## src/rtl/mips_pkg.sv

```systemverilog
// Shared types and constants for the MIPS instruction fetch path.
package mips_pkg;
  localparam int          WORD_W  = 32;
  localparam logic [31:0] PC_STEP = 32'd4;

  typedef enum logic [2:0] {
    ST_IDLE,
    ST_RUN,
    ST_DRAIN,
    ST_HALT,
    ST_FAULT
  } fetch_state_t;

  // Byte PC to ROM word index.
  function automatic logic [WORD_W-1:0] word_idx(input logic [WORD_W-1:0] pc);
    return {2'b00, pc[WORD_W-1:2]};
  endfunction
endpackage

```

## src/rtl/fetch_out_reg.sv

```systemverilog
// Valid/ready output stage holding one fetched instruction and its PC.
module fetch_out_reg
  import mips_pkg::*;
(
  input  logic              clk_i,
  input  logic              rst_n_i,
  input  logic              load_i,
  input  logic              flush_i,
  input  logic              ready_i,
  input  logic [WORD_W-1:0] instr_i,
  input  logic [WORD_W-1:0] pc_i,
  output logic              valid_o,
  output logic [WORD_W-1:0] instr_o,
  output logic [WORD_W-1:0] pc_o
);
  logic              valid_q;
  logic [WORD_W-1:0] instr_q;
  logic [WORD_W-1:0] pc_q;

  // Flush beats load; a consumed word with nothing behind it drops valid so
  // decode never sees the same word twice. Data only changes on load, which
  // the controller only asserts when the slot is free.
  always_ff @(posedge clk_i) begin
    if (!rst_n_i) begin
      valid_q <= 1'b0;
      instr_q <= '0;
      pc_q    <= '0;
    end else if (flush_i) begin
      valid_q <= 1'b0;
    end else if (load_i) begin
      valid_q <= 1'b1;
      instr_q <= instr_i;
      pc_q    <= pc_i;
    end else if (ready_i) begin
      valid_q <= 1'b0;
    end
  end

  assign valid_o = valid_q;
  assign instr_o = instr_q;
  assign pc_o    = pc_q;
endmodule

```

## src/rtl/instr_fetch_ctrl.sv

```systemverilog
// Instruction fetch sequencer: owns the PC, addresses the ROM and feeds decode.
module instr_fetch_ctrl
  import mips_pkg::*;
#(
  parameter int          ROM_DEPTH = 32,
  parameter logic [31:0] PC_RESET  = 32'h0
) (
  input  logic        clock,
  input  logic        reset_n,
  input  logic        start,
  input  logic        halt_req,
  input  logic        redirect_valid,
  input  logic [31:0] redirect_pc,
  output logic [31:0] rom_addr,
  input  logic [31:0] rom_q,
  output logic [31:0] instr_out,
  output logic [31:0] pc_out,
  output logic        instr_valid,
  input  logic        instr_ready,
  output logic        busy,
  output logic        halted,
  output logic        fault
);
  fetch_state_t state_q, state_d;
  logic [31:0]  pc_q, pc_d;
  logic         pend_q, pend_d;   // range fault waiting for the output to drain
  logic         issue, flush;
  logic         out_of_range;

  assign out_of_range = word_idx(pc_q) >= 32'(ROM_DEPTH);

  // State, PC and pending-fault registers.
  always_ff @(posedge clock) begin
    if (!reset_n) begin
      state_q <= ST_IDLE;
      pc_q    <= PC_RESET;
      pend_q  <= 1'b0;
    end else begin
      state_q <= state_d;
      pc_q    <= pc_d;
      pend_q  <= pend_d;
    end
  end

  // Next state: redirect outranks range check, which outranks halt and issue.
  always_comb begin
    state_d = state_q;
    pc_d    = pc_q;
    pend_d  = pend_q;
    issue   = 1'b0;
    flush   = 1'b0;
    case (state_q)
      ST_IDLE, ST_HALT, ST_FAULT: begin
        if (start) begin
          state_d = ST_RUN;
          pc_d    = PC_RESET;
          pend_d  = 1'b0;
          flush   = 1'b1;
        end
      end
      ST_RUN, ST_DRAIN: begin
        if (redirect_valid) begin
          flush = 1'b1;
          if (|redirect_pc[1:0]) begin
            state_d = ST_FAULT;
            pend_d  = 1'b0;
          end else begin
            pc_d = redirect_pc;
            if (state_q == ST_RUN && halt_req) state_d = ST_HALT;
          end
        end else if (state_q == ST_DRAIN) begin
          if (!instr_valid || instr_ready) begin
            state_d = pend_q ? ST_FAULT : ST_HALT;
            pend_d  = 1'b0;
          end
        end else if (out_of_range) begin
          state_d = ST_DRAIN;
          pend_d  = 1'b1;
        end else if (halt_req) begin
          state_d = ST_DRAIN;
        end else if (!instr_valid || instr_ready) begin
          issue = 1'b1;
          pc_d  = pc_q + PC_STEP;
        end
      end
      default: state_d = ST_IDLE;
    endcase
  end

  fetch_out_reg u_out (
    .clk_i   (clock),
    .rst_n_i (reset_n),
    .load_i  (issue),
    .flush_i (flush),
    .ready_i (instr_ready),
    .instr_i (rom_q),
    .pc_i    (pc_q),
    .valid_o (instr_valid),
    .instr_o (instr_out),
    .pc_o    (pc_out)
  );

  assign rom_addr = (state_q == ST_RUN) ? word_idx(pc_q) : '0;
  assign busy     = (state_q == ST_RUN) || (state_q == ST_DRAIN);
  assign halted   = (state_q == ST_HALT);
  assign fault    = (state_q == ST_FAULT);
endmodule

```

## config.mk

```make
export PLATFORM = sky130hd
export DESIGN_NAME = instr_fetch_ctrl
export DESIGN_NICKNAME = d
export VERILOG_FILES = /design/src/rtl/mips_pkg.sv /design/src/rtl/fetch_out_reg.sv /design/src/rtl/instr_fetch_ctrl.sv
export SDC_FILE = /design/constraint.sdc
export NUM_CORES = 1
export LEC_CHECK = 0
export BUFFER_PORTS_ARGS = -buffer_cell sky130_fd_sc_hd__buf_2
export CAP_MARGIN = 20
export CORE_MARGIN = 2
export CORE_UTILIZATION = 50
export DETAILED_ROUTE_END_ITERATION = 8
export PLACE_DENSITY = 0.81
export SKIP_CTS_REPAIR_TIMING = 1
export SYNTH_ARGS = -nofsm -noshare
export SYNTH_HDL_FRONTEND = slang
export SYNTH_SLANG_ARGS = --single-unit
```

## constraint.sdc

```tcl
create_clock -name clock -period 4.14 [get_ports clock]
set_input_delay 0.828 -clock clock [delete_from_list [all_inputs] [get_ports clock]]
set_output_delay 0.828 -clock clock [all_outputs]
set_load 0.01 [all_outputs]
```

==> results.json <==
{
  "async_flop_share_pct": 0,
  "powerDensity_nw_per_um2": 427,
  "clk_pin_slew_ns": 0.10,
  "critical_path_class": "reg -> out",
  "seqPwrFrac_pct": 46.0,
  "vias_per_cell": 5.57,
  "clockBufferDepth": 2,
  "cp.required_ns": 3.31,
  "start_util_pct": 51.4,
  "crit_path_top_delay_cell": "dfxtp_1",
  "peakVddDrop_mv": 0.258,
  "drt_pass1_iterations": 5,
  "io_pins": 170,
  "synth_top_area_share_pct": 45.1,
  "period_needed_ns": 2.86,
  "clk-insertion-delay-late_ns": 0.36,
  "total_power_mw": 2.37,
  "first_iter_violations": 241,
  "cts_buffers": 9,
  "seq_area_frac_synth_pct": 45.1,
  "finalSetupViolCount": 0,
  "die_x_um": 98.7,
  "worst_slack_ns": 1.28,
  "path_cells": "xnor2_1 > nor2_1 > buf_2",
  "io_buffers": 167,
  "fin_crit_sh_pct": 69.2,
  "yosys_warnings": 0,
  "netlist_instances": 539,
  "cp_top_family": "flip-flops",
  "track_usage_pct": 24.9,
  "htree_levels": 3,
  "slew_violations": 0,
  "cts_sinks": 101,
  "path_buf_inv": 1,
  "p_sw_mw": 0.782,
  "synth-edff-count": 0,
  "die_h_um": 98.7,
  "wirelength_um": 12300,
  "p_clk_share_pct": 28.5,
  "n_fill_cell": 766,
  "grt-ovfl-total": 0,
  "grt_use_met3_pct": 6.95,
  "routedWlPerCell_um": 15.5,
  "instances_no_fill": 795,
  "hp-class": "reg -> reg",
  "drc": 0,
  "cts_tree": "yes",
  "met1_usage_pct": 33.3,
  "grt_max_degree": 65,
  "ys_top_cells_by_area": "dfxtp_1, nand2_1, a21oi_1, and2_1, and3_1",
  "antenna_cells": 0,
  "relSlewSlack_pct": 34.2,
  "skew_ns": 0.0169,
  "layout-drive-gt1-share_pct": 29.5,
  "worstSetupEndpointType": "primary output",
  "place_inst": 781,
  "antenna_found_initial": 0,
  "die-area_um2": 9740,
  "core-area_um2": 8720,
  "yosysUniqueCellTypes": 66,
  "cts-root-buf": "clkbuf_8",
  "gp_congestion": 0.936,
  "crit_fanout": 18,
  "max_freq_mhz": 349,
  "cp.arrival_ns": 2.03,
  "swShare_pct": 33.0,
  "antenna_left": 0,
  "status": "completed",
  "p_int_mw": 1.59,
  "pre_cts_ws_ns": 1.12,
  "grt_pass1_wl_um": 20000,
  "fin_tns_setup_ns": 0,
  "vias": 4430,
  "post-dp-hpwl_um": 8560,
  "p_leak_nw": 2.53,
  "grt_pass1_vias": 4102,
  "pwr-share-comb_pct": 25.4,
  "syn_area_per_cell_um2": 8.32,
  "tightest_slew_ns": 0.986,
  "busiest_layer": "met2",
  "met2_usage_pct": 40.1,
  "synth_area_um2": 4480,
  "start_kind": "flop",
  "rsz0062_at_grt": "false",
  "hold_viol": 0,
  "worst_path_largest_cell_delay_ns": 0.70,
  "nNetsFinal": 756,
  "synth_seq_cells": 101,
  "cap_viol_max_count": 0,
  "yosys.area.top_type": "dfxtp_1",
  "synthToLayoutAreaGrowth_pct": 23.9,
  "synth_ff_type": "dfxtp_1",
  "rows": 34,
  "fin_util_pct": 63.7
}
==> cells in the mapped netlist, drive strengths merged (4+ instances only) <==
cell type,instances
a2111oi,9
a211oi,10
a21oi,60
and2,34
and3,31
buf,9
clkbuf,32
dfxtp,101
inv,19
mux2i,15
nand2,108
nand3,16
nand4,9
nor2,8
nor3,7
nor4,8
o21ai,6
or3b,4
or4,5
==> final timing paths <==
check,from,to,slack (ns),depth (start not counted)
worst min register to register,u_out.instr_o[20],u_out.instr_o[20],0.46,2
worst min-delay path,u_out.instr_o[20],u_out.instr_o[20],0.46,2
worst max-delay path,state_q[1],busy,1.28,3
worst max register to register,state_q[1],pc_q[14],1.49,5
==> stage by stage <==
stage          cell area [um^2]  hold slack, ns
4_1_cts                    5560           0.454
2_1_floorplan              4490           0.432
6_report                   5560           0.456
5_1_grt                    5560           0.471
3_3_place_gp               5350           0.435
3_5_place_dp               5350           0.441
==> power groups by stage <==
stage,registers [mW],clock network (mW),logic [mW]
after floorplan,1.09,0,0.436
after global placement,1.11,0,0.576
after detailed placement,1.11,0,0.596
after CTS,1.09,0.684,0.599
after global routing,1.10,0.727,0.661
final,1.09,0.677,0.603
==> flip-flops by register name (all words and copies together) (netlist names) <==
signal	flops
pc_q	32
u_out.valid_o	1
u_out.instr_o	32
state_q	3
u_out.pc_o	32
pend_q	1
==> worst reg2reg max path, cell delays in order (launching register included) <==
cell and delay [ns]:
dfxtp_1 0.70, or3b_2 0.55, o211ai_1 0.20, a21oi_1 0.12
a21o_1 0.43, a2111oi_0 0.52
==> cells by family after synthesis <==
| group | share of synthesized area, % |
|---|---|
| simple gates | 27.9 |
| xor+xnor | 0.586 |
| buf+inv | 5.58 |
| mux | 3.60 |
| flops | 45.1 |
| other cells | 0.0836 |
| fa+ha+maj | 0.558 |
| compound gates | 16.6 |
==> cell type report <==
type | count | area (um^2) | share of cell area (%)
inverters | 20 | 75.1 | 1.35
multi-input cells | 378 | 2230 | 40.1
clock buffers | 9 | 124 | 2.23
repair buffers | 174 | 888 | 16.0
well taps | 108 | 135 | 2.43
flip-flops and latches | 101 | 2020 | 36.4
clock inverters | 5 | 85.1 | 1.53
==> metal layers <==
metal	share of wire [%]	wire length, um	vias up
met5	0	0	-
met4	1.1	138	0
met3	9.4	1160	14
met2	46	5670	199
met1	44	5380	2039
li1	-	-	2178
==> cells in the final DEF (no fill, tap or decap), drive strengths merged, types with 2 or more instances in the layout <==
| cell type | instances |
|---|---|
| o221ai | 2 |
| dfxtp | 101 |
| mux2i | 15 |
| and4 | 2 |
| nand3 | 16 |
| o2bb2ai | 2 |
| a21o | 2 |
| nor2 | 8 |
| nand2b | 2 |
| nor4 | 8 |
| or4 | 5 |
| clkinv | 2 |
| and2 | 34 |
| ha | 2 |
| clkbuf | 9 |
| nand4 | 9 |
| bufinv | 2 |
| nor3 | 7 |
| buf | 174 |
| and3 | 31 |
| o21ai | 6 |
| inv | 20 |
| a311oi | 2 |
| o22ai | 2 |
| nand2 | 108 |
| or3b | 4 |
| conb | 2 |
| a211oi | 10 |
| xor2 | 2 |
| a21oi | 60 |
| o2111ai | 2 |
| a22oi | 2 |
| a2111oi | 9 |
| a221oi | 2 |
(Power assumes the default switching activity.)
